**config.mk**
```make
export PLATFORM = sky130hd
export DESIGN_NAME = tempo_strobe_generator
export DESIGN_NICKNAME = d
export VERILOG_FILES = /design/src/rtl/tempo_pkg.sv /design/src/rtl/strobe_divider.sv /design/src/rtl/tempo_strobe_generator.sv
export SDC_FILE = /design/constraint.sdc
export NUM_CORES = 1
export LEC_CHECK = 0
export BUFFER_PORTS_ARGS = -buffer_cell sky130_fd_sc_hd__buf_4
export CAP_MARGIN = 20
export CORE_MARGIN = 4
export CORE_UTILIZATION = 50
export DETAILED_ROUTE_END_ITERATION = 8
export PLACE_DENSITY = 0.72
export RECOVER_POWER = 100
export SKIP_LAST_GASP = 1
export SLEW_MARGIN = 30
export SYNTH_ARGS = -nofsm -noshare
export SYNTH_HDL_FRONTEND = slang
export SYNTH_SLANG_ARGS = --single-unit
export TNS_END_PERCENT = 1
```
**constraint.sdc**
```tcl
create_clock -name i_clk -period 4.85 [get_ports i_clk]
set_clock_uncertainty 0.15 [all_clocks]
set_input_delay 0 -clock i_clk [delete_from_list [all_inputs] [get_ports i_clk]]
set_output_delay 0 -clock i_clk [all_outputs]
set_load 0.005 [all_outputs]
```
**src/rtl/tempo_pkg.sv**
```systemverilog
// Shared tempo constants: default field widths and the reset-time tempo.
package tempo_pkg;

    localparam int unsigned DEF_CLOCKS_PER_TICK   = 416_667;
    localparam int unsigned DEF_BEAT_W            = 4;
    localparam int unsigned DEF_BAR_W             = 4;
    localparam int unsigned DEF_TICKS_PER_BEAT    = 5;
    localparam int unsigned DEF_BEATS_PER_BAR     = 4;

endpackage

```
**src/rtl/strobe_divider.sv**
```systemverilog
// Wrapping counter with runtime terminal value, advance enable, synchronous
// clear and a wrap pulse; one instance per level of the tempo hierarchy.
module strobe_divider #(
    parameter int unsigned WIDTH = 4
) (
    input  logic             i_clk,
    input  logic             i_rst_n,
    input  logic             i_clear,
    input  logic             i_advance,
    input  logic [WIDTH-1:0] i_last,
    output logic [WIDTH-1:0] o_count,
    output logic             o_wrap
);

    logic [WIDTH-1:0] count_q;
    logic [WIDTH-1:0] count_d;
    logic             at_last;

    assign at_last = (count_q == i_last);

    always_comb begin
        // NOTE: default assignment first so no path leaves count_d unassigned (no latch).
        count_d = count_q;
        if (i_clear) begin
            count_d = '0;
        end else if (i_advance) begin
            count_d = at_last ? '0 : count_q + WIDTH'(1);
        end
    end

    // NOTE: sequential state uses non-blocking assignments only.
    always_ff @(posedge i_clk or negedge i_rst_n) begin
        if (!i_rst_n) begin
            count_q <= '0;
        end else begin
            count_q <= count_d;
        end
    end

    assign o_count = count_q;
    assign o_wrap  = i_advance & at_last & ~i_clear;

endmodule

```
**src/rtl/tempo_strobe_generator.sv**
```systemverilog
// Tick / beat / bar strobe generator with bar-aligned tempo changes.
// Optional TEMPO_POSITION_EN exposes the tick-in-beat and beat-in-bar position.
module tempo_strobe_generator
    import tempo_pkg::*;
#(
    parameter int unsigned CLOCKS_PER_TICK        = DEF_CLOCKS_PER_TICK,
    parameter int unsigned BEAT_W                 = DEF_BEAT_W,
    parameter int unsigned BAR_W                  = DEF_BAR_W,
    parameter int unsigned DEFAULT_TICKS_PER_BEAT = DEF_TICKS_PER_BEAT,
    parameter int unsigned DEFAULT_BEATS_PER_BAR  = DEF_BEATS_PER_BAR
) (
    input  logic              i_clk,
    input  logic              i_rst_n,
    input  logic              i_enable,
    input  logic              i_restart,
    input  logic [BEAT_W-1:0] i_ticks_per_beat,
    input  logic [BAR_W-1:0]  i_beats_per_bar,
    output logic              o_tick_stb,
    output logic              o_beat_stb,
    output logic              o_bar_stb
`ifdef TEMPO_POSITION_EN
    ,
    output logic [BEAT_W-1:0] o_tick_index,
    output logic [BAR_W-1:0]  o_beat_index
`endif
);

    localparam int unsigned       CLK_W    = $clog2(CLOCKS_PER_TICK);
    localparam logic [CLK_W-1:0]  CLK_LAST = CLK_W'(CLOCKS_PER_TICK - 1);

    logic [CLK_W-1:0]  clk_count;
    logic              clk_wrap;
    logic [BEAT_W-1:0] tick_count;
    logic              tick_wrap;
    logic [BAR_W-1:0]  beat_count;
    logic              beat_wrap;

    logic [BEAT_W-1:0] active_tpb_q;
    logic [BEAT_W-1:0] active_tpb_d;
    logic [BAR_W-1:0]  active_bpb_q;
    logic [BAR_W-1:0]  active_bpb_d;
    logic [BEAT_W-1:0] tpb_last;
    logic [BAR_W-1:0]  bpb_last;
    logic              cfg_load;

    assign tpb_last = active_tpb_q - BEAT_W'(1);
    assign bpb_last = active_bpb_q - BAR_W'(1);

    // Strobes are decoded straight from counter state, so they carry no latency.
    assign o_tick_stb = i_enable & ~i_restart & (clk_count == CLK_LAST);
    assign o_beat_stb = o_tick_stb & (tick_count == tpb_last);
    assign o_bar_stb  = o_beat_stb & (beat_count == bpb_last);

    strobe_divider #(.WIDTH(CLK_W)) u_clk_div (
        .i_clk     (i_clk),
        .i_rst_n   (i_rst_n),
        .i_clear   (i_restart),
        .i_advance (i_enable),
        .i_last    (CLK_LAST),
        .o_count   (clk_count),
        .o_wrap    (clk_wrap)
    );

    strobe_divider #(.WIDTH(BEAT_W)) u_tick_div (
        .i_clk     (i_clk),
        .i_rst_n   (i_rst_n),
        .i_clear   (i_restart),
        .i_advance (clk_wrap),
        .i_last    (tpb_last),
        .o_count   (tick_count),
        .o_wrap    (tick_wrap)
    );

    strobe_divider #(.WIDTH(BAR_W)) u_beat_div (
        .i_clk     (i_clk),
        .i_rst_n   (i_rst_n),
        .i_clear   (i_restart),
        .i_advance (tick_wrap),
        .i_last    (bpb_last),
        .o_count   (beat_count),
        .o_wrap    (beat_wrap)
    );

    // The beat divider wraps exactly on the bar strobe: a tempo change lands on a bar edge.
    assign cfg_load = i_restart | beat_wrap;

    always_comb begin
        active_tpb_d = active_tpb_q;
        active_bpb_d = active_bpb_q;
        if (cfg_load) begin
            active_tpb_d = (i_ticks_per_beat == '0) ? BEAT_W'(1) : i_ticks_per_beat;
            active_bpb_d = (i_beats_per_bar == '0) ? BAR_W'(1) : i_beats_per_bar;
        end
    end

    always_ff @(posedge i_clk or negedge i_rst_n) begin
        if (!i_rst_n) begin
            active_tpb_q <= BEAT_W'(DEFAULT_TICKS_PER_BEAT);
            active_bpb_q <= BAR_W'(DEFAULT_BEATS_PER_BAR);
        end else begin
            active_tpb_q <= active_tpb_d;
            active_bpb_q <= active_bpb_d;
        end
    end

`ifdef TEMPO_POSITION_EN
    assign o_tick_index = tick_count;
    assign o_beat_index = beat_count;
`endif

endmodule

```
==> summary by stage, run 1 <==
Critical path
Measured in cells, the most critical reg-to-reg path has a length of 5. STA classifies the critical path startpoint as a flop. Of all nets on the critical path, the largest fanout is 10. STA classifies the critical path endpoint as a flop. For flop-to-flop paths, the worst setup slack is 1.30 ns. The largest single stage delay on the critical path is 0.99 ns. The worst-path cell with the longest stage delay is sky130_fd_sc_hd__nor4_1.

The source of the worst register-to-register timing path is u_clk_div.o_count[5]. The critical path class is reg -> reg. At the worst endpoint, the required time is 4.87 ns. In this run the critical register-to-register path is captured at active_tpb_q[1].

Data arrives at the worst endpoint at 3.57 ns. Walking the worst path, the cells encountered are or2_0 -> or4_1 -> nor4_1 -> a21oi_1 -> mux2_2.

Placed design
The routability congestion estimate from global placement is 0.8496. The minimum setup slack after placement is 2.200 ns. The number of port buffers is 14. The detailed placement HPWL is 3101 um.

Yosys
A synthesized cell averages 9.806 sq um. The number of warning messages in the yosys log is 0. In the synthesized netlist the dominant register cell turns out to be sky130_fd_sc_hd__dfrtp_1.

After synthesis, the netlist uses 48 different library cells. Synthesis inferred 35 register bits. Sequential cells were found to cover 41.72% of the synthesized design area. The number of enable flip-flop cells after synthesis is 0. The cell area after synthesis is 0.002108 sq mm.

After technology mapping, the gate count stands at 215. The share of flip-flops with an asynchronous set or reset is 100.0%. The number of nets in the synthesized netlist is 233.

Power and ir drop
Of the total power, registers draw 51.8%. The switching share of total power is 26.55%. The internal power of the cells totals 0.0004410 W. Summed over all cells, the static leakage comes to 1.058 nW. The power per cell area is 249.0 mW/mm^2. The worst voltage drop across the vdd grid is 209.1 uV.

The part of the total power dissipated in the clock network is 35.4%. The switching power is 0.0001594 W. The share of power burned in combinational logic is 12.8%.

Layout
The area growth from synthesis to layout is 14.36%. The number of inserted diodes is 0. At the end of the flow, the number of nets in the layout was 262.

The share of cells above drive strength 1 is 12.65%. The layout has 361 filler cells.

Die
In this run the core area contains 23 standard-cell rows. The placeable core area is 0.004029 sq mm. The I/O pin total is 15. The initial core utilization is 52.33%.

From left edge to right edge, the die measures 72.94 um. The die covers 0.005320 sq mm. The vertical extent of the die is 72.94 um.

Global route
The number of antenna violations at the first check in global routing is 0. The largest net degree at the start of global routing is 36. The number of global-route vias before repair came to 1732. The wire length of the first global-routing pass is 7728 um. The total global routing overflow is 0. Global routing consumed, over all layers together, 18.74% of the routing resources.

Timing
The final critical-path setup slack is 1.298 ns. The measured slew at the worst slew-check pin is 1.860 ns. The ratio of final minimum period to clock period is 73.24%. In this run the tightest slew margin relative to its limit is -24.03%. The sum of negative setup slack is 0 ns.

The maximum achievable frequency is 0.2815 GHz. The final count of negative-setup-slack endpoints is 0. The count of final hold-check violations is 0. The post-layout minimum cycle time is 3.552 ns. The number of pins with negative max-slew slack in the final report is 36. Setup repair after global routing left no endpoint under its margin.

Routing
The first detailed-routing pass took 4 iterations. In the routed layout, each cell is associated on average with a via count of 5.742. The final routed wirelength across all metal layers is 4462 um.

The detail route stage leaves a number of antenna-violating nets equal to 0. The routed length per instance is 15.13 um. After detailed routing, the number of remaining DRC violations is 0. The number of DRC violations after detailed-routing iteration 0 is 85. The count of vias placed by the detailed router is 1694.

Clock tree
For this design, the sink count on the clock tree is 35. The level count of the clock H-tree is 2. Post-CTS repair changed the size of 0 cells. The number of buffers created by CTS is 5. The later pin in the worst-skew pair is clocked with a latency of 0.29 ns.

The clock-pin slew on the worst setup and hold paths is 0.07 ns. The clock passes through at most 2 buffers. The CTS tree is done.

Clock tree synthesis selected as its root buffer the cell sky130_fd_sc_hd__clkbuf_8.

Run status
The flow ran to the end, but the final reports show violations. The checks that failed: max-capacitance violations, max-slew violations.

Worst hold path
For hold timing, the worst endpoint is active_tpb_q[3]. The startpoint identified for the worst hold timing path is i_ticks_per_beat[3]. The worst hold path class is in -> reg. Counting instances, the worst hold path has a depth of 3.

Job
The tool flagged a number of max-cap violations equal to 1.
## worst max-delay path, delay by kind of cell, from the launching register on
family | cells | cell delay [ns]
muxes | 1 | 0.41
AOI/OAI and AO/OA | 1 | 0.53
DFF | 1 | 0.50
and+or+nand+nor | 3 | 1.83
## cells by family after synthesis
family,synth area share (%)
XOR/XNOR,10.50
multiplexers,4.629
AND/OR/NAND/NOR,26.71
buffers and inverters,3.026
AO/OA/AOI/OAI,9.852
flip-flops,41.72
adder cells (fa/ha/maj),3.561
## per-stage QoR
step	util [%]	instance area (sq um)	cells	total power, W	hold slack, ns
after floorplan	-	2108	215	0.0003632	-0.4456
after global placement	55.93	2253	276	0.0003865	-0.1710
after detailed placement	55.93	2253	276	0.0003879	-0.1656
after CTS	60.87	2452	295	0.0006096	0.06200
after global routing	59.84	2411	295	0.0006266	0.3566
final	59.84	2411	295	0.0006004	0.3561
## power groups by stage
stage                     sequential, W  combinational, W  clock (W)
after floorplan                0.000314         0.0000492          0
after global placement         0.000316         0.0000705          0
after detailed placement       0.000316         0.0000716          0
after CTS                      0.000311         0.0000805   0.000218
after global routing           0.000312         0.0000860   0.000229
final                          0.000311         0.0000768   0.000213
## cell type report
| class | count | area, sq um | area share (%) |
|---|---|---|---|
| repair buffers | 26 | 211.5 | 8.770 |
| clock buffers | 5 | 68.82 | 2.854 |
| multi-input cells | 167 | 1135 | 47.07 |
| inverters | 9 | 33.78 | 1.401 |
| well taps | 50 | 62.56 | 2.595 |
| flip-flops and latches | 35 | 879.6 | 36.48 |
| clock inverters | 3 | 20.02 | 0.8303 |
## routing by layer
layer	vias up	wire length [um]	global-route usage, %
met5	-	0	0
met4	0	46	5.738
met3	5	137	4.132
met2	27	2170	31.86
met1	828	2107	23.77
li1	834	-	-
## synthesized netlist by cell type, types with 2 or more instances
cell,instances,area [sq um]
sky130_fd_sc_hd__a21oi_1,3,15.01
sky130_fd_sc_hd__mux2_2,6,67.56
sky130_fd_sc_hd__nor2b_1,2,12.51
sky130_fd_sc_hd__xor2_1,11,96.34
sky130_fd_sc_hd__dfstp_2,3,78.83
sky130_fd_sc_hd__ha_1,6,75.07
sky130_fd_sc_hd__o31ai_1,2,15.01
sky130_fd_sc_hd__nand4bb_1,3,33.78
sky130_fd_sc_hd__nand4_1,8,50.05
sky130_fd_sc_hd__nor4_1,3,18.77
sky130_fd_sc_hd__mux2i_1,3,30.03
sky130_fd_sc_hd__a21o_1,4,30.03
sky130_fd_sc_hd__xnor2_1,9,78.83
sky130_fd_sc_hd__nor2_1,19,71.32
sky130_fd_sc_hd__dfrtp_1,32,800.8
sky130_fd_sc_hd__a211oi_1,2,15.01
sky130_fd_sc_hd__inv_1,9,33.78
sky130_fd_sc_hd__buf_4,2,15.01
sky130_fd_sc_hd__a22o_1,4,35.03
sky130_fd_sc_hd__nand2_1,18,67.56
sky130_fd_sc_hd__and2_1,3,18.77
sky130_fd_sc_hd__nand4b_1,2,17.52
sky130_fd_sc_hd__and3_1,4,25.02
sky130_fd_sc_hd__nor3_1,11,55.05
sky130_fd_sc_hd__nand3_1,16,80.08
sky130_fd_sc_hd__o21ai_0,8,40.04
## worst max path at each step
stage / startpoint / endpoint / cells past startpoint
final: u_clk_div.o_count[5] / active_tpb_q[1] / 5
after floorplan: u_clk_div.o_count[5] / active_bpb_q[1] / 6
after global routing: u_clk_div.o_count[5] / active_tpb_q[3] / 5
after detailed placement: u_clk_div.o_count[5] / active_bpb_q[1] / 5
after CTS: u_clk_div.o_count[5] / o_bar_stb / 5
after global placement: u_clk_div.o_count[5] / active_tpb_q[1] / 5
## cells in the final DEF, fill, tap and decap left out, types with 9 or more instances in the layout
cell type / instances
sky130_fd_sc_hd__buf_4: 12
sky130_fd_sc_hd__dfrtp_1: 32
sky130_fd_sc_hd__dlygate4sd3_1: 11
sky130_fd_sc_hd__inv_1: 9
sky130_fd_sc_hd__nand2_1: 18
sky130_fd_sc_hd__nand3_1: 16
sky130_fd_sc_hd__nor2_1: 19
sky130_fd_sc_hd__nor3_1: 11
sky130_fd_sc_hd__xnor2_1: 9
sky130_fd_sc_hd__xor2_1: 11
## repair_timing
action | in CTS | in global routing
hold buffers | 11 | 0
endpoints found under the setup margin | 0 | 0
endpoints found under the hold margin | 47 | 0
setup buffers | 0 | 0
## registers in the layout, indices dropped and copies added (netlist names)
name                cells
active_tpb_q            4
u_beat_div.o_count      4
active_bpb_q            4
u_tick_div.o_count      4
u_clk_div.o_count      19
(Power assumes the default switching activity.)
==> inputs of run 2 (changes only) <==
- clock period: 4.85 -> 3.41 ns (I/O delays scaled with it)
==> run 2 against run 1 <==
  * Sequential power grew 42%
  * Non-clock buffer count increased by 2
  * Clock power increased by 78%
  * Register-to-register slack worse by 0.64 ns
  * Routed wire length shrank 1.4%
  * Power grew 55%
  * Clock-buffer cell count unchanged
  * Global-route usage shrank 0.19 points
  * Setup slack got worse by 0.64 ns
  * Flip-flop and latch count unchanged
  * Highest routed layer unchanged
  * The flow still finishes with violations (max-capacitance violations, max-slew violations)
  * Worst hold slack got worse by 0.0095 ns
  * Final area is 2.1% higher
==> summary by stage, run 2 (synthesis results as in run 1) <==
Run status
The flow ran to the end, but the final reports show violations. The checks that failed: max-capacitance violations, max-slew violations.

Timing
The count of final hold-check violations came to 0. The tightest hold path in the finished design has a slack of 0.3465 ns. Setup violations remaining at the end of the flow were counted as 0. In the final timing run, aggregate negative setup slack is 0 ns. The ratio of final minimum period to clock period is 80.85%.

The normalized max-slew margin is -23.46%. Once routing completed, OpenROAD measured the worst setup slack at 0.6530 ns. The post-layout minimum cycle time is 2.757 ns.

The number of pins with negative max-slew slack in the final report is 36. At the pin with the least slew margin, the transition time is 1.852 ns. Setup repair after global routing left no endpoint under its margin. The maximum achievable frequency is 0.3627 GHz.

Critical path
The critical path is of the reg -> reg type. Of all nets on the critical path, the largest fanout is 10. The data required time of the critical path is 3.45 ns.

The biggest cell delay along the critical path is 0.62 ns. The element type at the critical path end is a flop. The arrival time of data at the critical path endpoint is 2.79 ns.

The worst setup path is launched from a flop. The worst-path cell with the longest stage delay is sky130_fd_sc_hd__or4_1. Traced cell by cell, the critical path runs through or2_0 -> or4_1 -> nor4_4 -> a21oi_1 -> mux2_2.

Job
The max-cap check violation count is 1.

Routing
The final routed DRC violation total is 0. The routed design has 4398 um of wire. The routed length per instance is 14.81 um. For this run, the detailed router's first-pass iteration total came to 4. The number of DRC violations after detailed-routing iteration 0 is 81. Across all layers, the routed design uses 1690 vias. In this run the remaining antenna-violating nets after routing total 0. Dividing the detail-routed via count by the number of cells gives 5.690.

Die
The floorplan die area is 0.005320 sq mm. For this configuration, the core starts out at a cell density of 52.33%. In this run the standard cell core region covers 0.004029 sq mm. The die extent in x is 72.94 um. The number of rows in the core area is 23. The vertical extent of the die is 72.94 um.

For this design the top-level I/O count stands at 15.

Layout
Leaving out fill and tap cells, the most frequent cell in the layout is sky130_fd_sc_hd__dfrtp_1. The number of inserted diodes is 0. The share of cells above drive strength 1 is 12.96%. The summed area of non-filler cells in the final layout is 0.002461 sq mm. The number of inserted filler cells in the final layout is 361.

The final layout contains 264 nets. The post-layout utilization of the core is 61.09%. Compared with the post-synthesis result, the final layout area differs by 16.74%. The flip-flop count of the largest register, all copies and words added is 19. In the layout the commonest cells are 32 x sky130_fd_sc_hd__dfrtp_1, 19 x sky130_fd_sc_hd__nor2_1, 18 x sky130_fd_sc_hd__nand2_1.

Global route
The number of antenna violations at the first check in global routing is 0. The number of global-route vias before repair came to 1734. The total overflow left after global routing is 0. Entering global routing, the biggest net connects 36 pins.

The wire length of the first global-routing pass is 7638 um. Across every metal layer, demand over resource in global routing totals 18.55%.

Clock tree
Clock tree synthesis found a total of 35 sinks. TritonCTS built the clock tree. The number of buffers created by CTS is 5. The number of gates given a new drive strength after cts is 0. The clock passes through at most 2 buffers. Clock latency on the worst-skew pair, taken at its later pin, is 0.30 ns. In this run the number of H-tree levels came out at 2. The clock-pin slew on the worst setup and hold paths is 0.08 ns. The library cell used as clock root buffer is sky130_fd_sc_hd__clkbuf_8.

Power and ir drop
The worst voltage drop across the vdd grid is 298.9 uV. For this design the ratio of total power to cell area is 377.6 mW/mm^2. The leakage power total is 1.088 nW.

Placed design
The wire-length estimate of the detail-placed layout is 3136 um. The placed instances occupy a cell area of 0.002268 sq mm. Routability-driven placement finished with a final weighted congestion of 0.8255. The number of port buffers is 14. The minimum setup slack after placement is 0.8958 ns.

Worst hold path
The path class of the tightest hold or removal check is in -> reg.
==> run 2: changes by cell type in the layout (fill, tap and decap cells not counted), sizes merged <==
cell and change:
clkinvlp -2, clkbuf +2, bufinv +1, clkinv +1
==> run 2: critical path, delay by kind of cell (launching register included) <==
family | cells | cell delay [ns]
and+or+nand+nor | 3 | 1.32
muxes | 1 | 0.36
DFF | 1 | 0.48
AOI/OAI and AO/OA | 1 | 0.34
==> run 2: power by group <==
| group | total [W] | switching [W] | internal (W) |
|---|---|---|---|
| clock | 0.000379 | 0.000161 | 0.000218 |
| sequential | 0.000442 | 0.0000122 | 0.000430 |
| combinational | 0.000109 | 0.0000540 | 0.0000546 |
| total | 0.000929 | 0.000227 | 0.000702 |
==> run 2: worst paths after layout <==
kind	startpoint	end	slack, ns	depth (start not counted)
setup / recovery	u_clk_div.o_count[5]	active_tpb_q[1]	0.65	5
hold / removal	i_beats_per_bar[1]	active_bpb_q[1]	0.35	3
setup reg to reg	u_clk_div.o_count[5]	active_tpb_q[1]	0.65	5
hold reg to reg	u_clk_div.o_count[4]	u_clk_div.o_count[4]	0.40	1
max in group asynchronous	i_rst_n	u_clk_div.o_count[16]	1.44	2
min in group asynchronous	i_rst_n	active_bpb_q[3]	0.60	2
==> run 2: per-stage QoR <==
stage	instances	total power (W)
finish	297	0.0009292
global route	297	0.0009627
CTS	297	0.0009396
detailed placement	278	0.0005524
global placement	278	0.0005485
floorplan	215	0.0005165
==> run 2: area by class of cell <==
| class | instances | area (sq um) | share of cell area (%) |
|---|---|---|---|
| Multi-Input combinational cell | 167 | 1150 | 46.72 |
| Timing Repair Buffer | 28 | 222.7 | 9.049 |
| Clock inverter | 3 | 43.79 | 1.779 |
| Tap cell | 50 | 62.56 | 2.542 |
| Sequential cell | 35 | 879.6 | 35.74 |
| Inverter | 9 | 33.78 | 1.373 |
| Clock buffer | 5 | 68.82 | 2.796 |
==> run 2: routing by layer <==
metal	routed length, um	global-route usage (%)	part of all wire [%]	up-vias
met1	1951	22.57	44	814
li1	-	-	-	841
met4	53	4.713	1.2	0
met5	0	0	0	-
met2	2244	33.37	51	29
met3	149	3.719	3.4	6
==> run 2: repair_timing <==
action / in CTS / in global routing
setup buffers: 0 / 0
hold buffers: 11 / 0
endpoints found under the hold margin: 47 / 0
==> inputs of run 3 (changes only) <==
- clock period: 3.41 -> 2.76 ns (I/O delays scaled with it)
==> run 3 against run 2 <==
  * The flow still finishes with violations (max-capacitance violations, max-slew violations)
  * Via count is 1.0% lower
  * Register-to-register slack got worse by 0.37 ns
  * Critical path type is now reg -> out
  * Setup slack lost 0.41 ns
  * Clock power grew 9.5%
==> summary by stage, run 3 (synthesis results as in run 1) <==
Global route
The largest net degree at the start of global routing is 36. The total global routing overflow is 0. For this run, the total global-route usage over all layers was measured as 17.98%.

The number of antenna violations at the first check in global routing is 0. The wire length of the first global-routing pass is 7396 um. The number of global-route vias before repair is 1686.

Timing
The final critical-path setup slack is 0.2407 ns. The worst path uses 91.28% of the clock period. After routing, the total negative slack on setup checks comes to 0 ns. The number of pins with negative max-slew slack in the final report is 36. The post-layout minimum cycle time is 2.519 ns. Measured against its own limit, the worst slew margin works out to -25.07%. Setup repair after global routing left no endpoint under its margin. The final count of negative-setup-slack endpoints is 0.

The count of final hold-check violations is 0. For the pin with the worst max-slew slack, the measured transition is 1.876 ns. The maximum achievable frequency is 0.3969 GHz.

Clock tree
In this run, CTS created clock tree buffers numbering 5. The level count of the clock H-tree is 2. The clock passes through at most 2 buffers.

CTS saw 35 sinks. Clock tree synthesis selected as its root buffer the cell sky130_fd_sc_hd__clkbuf_8. The number of gates given a new drive strength after cts is 0. For the worst-skew pair, the clock arrives at the later sink with an insertion delay of 0.29 ns.

The CTS tree is done. The clock-pin slew on the worst setup and hold paths is 0.07 ns.

Layout
The number of inserted filler cells in the final layout is 347. Compared with the post-synthesis result, the final layout area differs by 17.92%. The number of inserted diodes is 0.

Cells fill 61.71% of the core in the end. The total number of nets in the final design is 267. Of the cells placed in the final design, the portion with a size suffix greater than 1 is 15.20%.

Leaving out fill and tap cells, the most frequent cell in the layout is sky130_fd_sc_hd__dfrtp_1. The summed area of non-filler cells in the final layout is 0.002486 sq mm. In the layout the commonest cells are 32 x sky130_fd_sc_hd__dfrtp_1, 19 x sky130_fd_sc_hd__nor2_1, 18 x sky130_fd_sc_hd__nand2_1. The register with the most flip-flops in the layout has 19 of them.

Routing
The count of vias placed by the detailed router is 1673. After detailed routing, the number of vias per cell comes to 5.577. The number of search-and-repair iterations in the first detailed-routing pass is 4.

The number of DRC violations after detailed-routing iteration 0 is 62. The count of nets left with antenna violations once routing finished came out at 0. In the final routed layout, each cell accounts on average for 14.32 um. In the routed design, unresolved DRC markers number 0. The final routed wirelength across all metal layers is 4296 um.

Run status
The run finished, with violations left. The final reports fail on max-capacitance violations, max-slew violations.

Placed design
The standard cell area after detailed placement is 0.002291 sq mm. The routability congestion estimate from global placement is 0.8435. The detailed placement HPWL is 3030 um. During placement, the flow inserted port buffers numbering 14. The minimum setup slack after placement is 0.3940 ns.

Power and ir drop
The leakage power total is 1.101 nW. Power spread over the standard cell area amounts to 440.5 mW/mm^2. The worst voltage drop across the vdd grid is 297.6 uV.

The sum of internal, switching and leakage power is 0.001095 W.

Critical path
The critical path is of the reg -> out type. The critical path starts at u_clk_div.o_count[5]. The startpoint identified for the worst register-to-register timing path is active_tpb_q[0]. In this run the worst path has a maximum fanout of 10. The data required time of the critical path is 2.61 ns. The arrival time of data at the critical path endpoint is 2.37 ns. STA classifies the critical path endpoint as an output port. The worst setup path is launched from a flop. The register-to-register path setup slack is 0.28 ns.

Worst hold path
The tightest min-delay check is of the in -> reg type. The startpoint identified for the worst hold timing path is i_beats_per_bar[1].

Die
The initial utilization of the core area, before any placement, comes to 52.33%. The floorplan has 23 rows. The die extent in x is 72.94 um. The die is 72.94 um tall. The placeable core area is 0.004029 sq mm. The floorplan die area is 0.005320 sq mm.

The I/O pin total is 15.

Job
The max-cap check violation count is 1.
-- run 3: final timing paths --
| check | endpoint | depth (start not counted) |
|---|---|---|
| worst max register to register | active_tpb_q[1] | 7 |
| max in group asynchronous | u_clk_div.o_count[17] | 2 |
| worst min register to register | active_tpb_q[3] | 1 |
| worst min-delay path | active_bpb_q[1] | 3 |
| min in group asynchronous | u_clk_div.o_count[1] | 2 |
| worst max-delay path | o_bar_stb | 6 |
-- run 3: area by class of cell --
cell class	count	area [sq um]	share of cell area, %
clock inverters	1	7.507	0.3020
multi-input cells	167	1157	46.55
clock buffers	7	96.34	3.875
well taps	50	62.56	2.516
inverters	9	33.78	1.359
flip-flops and latches	35	879.6	35.38
repair buffers	31	249.0	10.02
-- run 3: critical path: stages, from the launching register on --
cell	delay, ns
sky130_fd_sc_hd__dfrtp_1	0.48
sky130_fd_sc_hd__or2_0	0.24
sky130_fd_sc_hd__or4_4	0.57
sky130_fd_sc_hd__nor4_4	0.32
sky130_fd_sc_hd__buf_4	0.20
sky130_fd_sc_hd__and2_2	0.14
sky130_fd_sc_hd__clkbuf_4	0.12
-- run 3: report_power, final --
group	internal, W	total [W]	switching (W)
Combinational	0.0000674	0.000134	0.0000663
Clock	0.000227	0.000415	0.000188
Sequential	0.000531	0.000546	0.0000151
Total	0.000825	0.00110	0.000270
-- run 3: per-stage QoR --
step / hold slack (ns) / instances
floorplan: -0.4456 / 215
global placement: -0.1742 / 281
detailed placement: -0.1709 / 281
CTS: 0.05312 / 300
global route: 0.3406 / 300
finish: 0.3429 / 300
-- run 3: timing repair --
action,in CTS,in global routing
hold buffers,11,0
endpoints found under the setup margin,0,0
buffers inserted,0,0
hold endpoints to repair,47,0
-- run 3: layer usage --
metal  vias up  part of all wire, %  GRT usage (%)
li1        842                    -              -
met1       804                   47          21.27
met2        20                   48          31.06
met3         7                  3.6          5.372
met4         0                  1.3          5.943
met5         -                    0              0
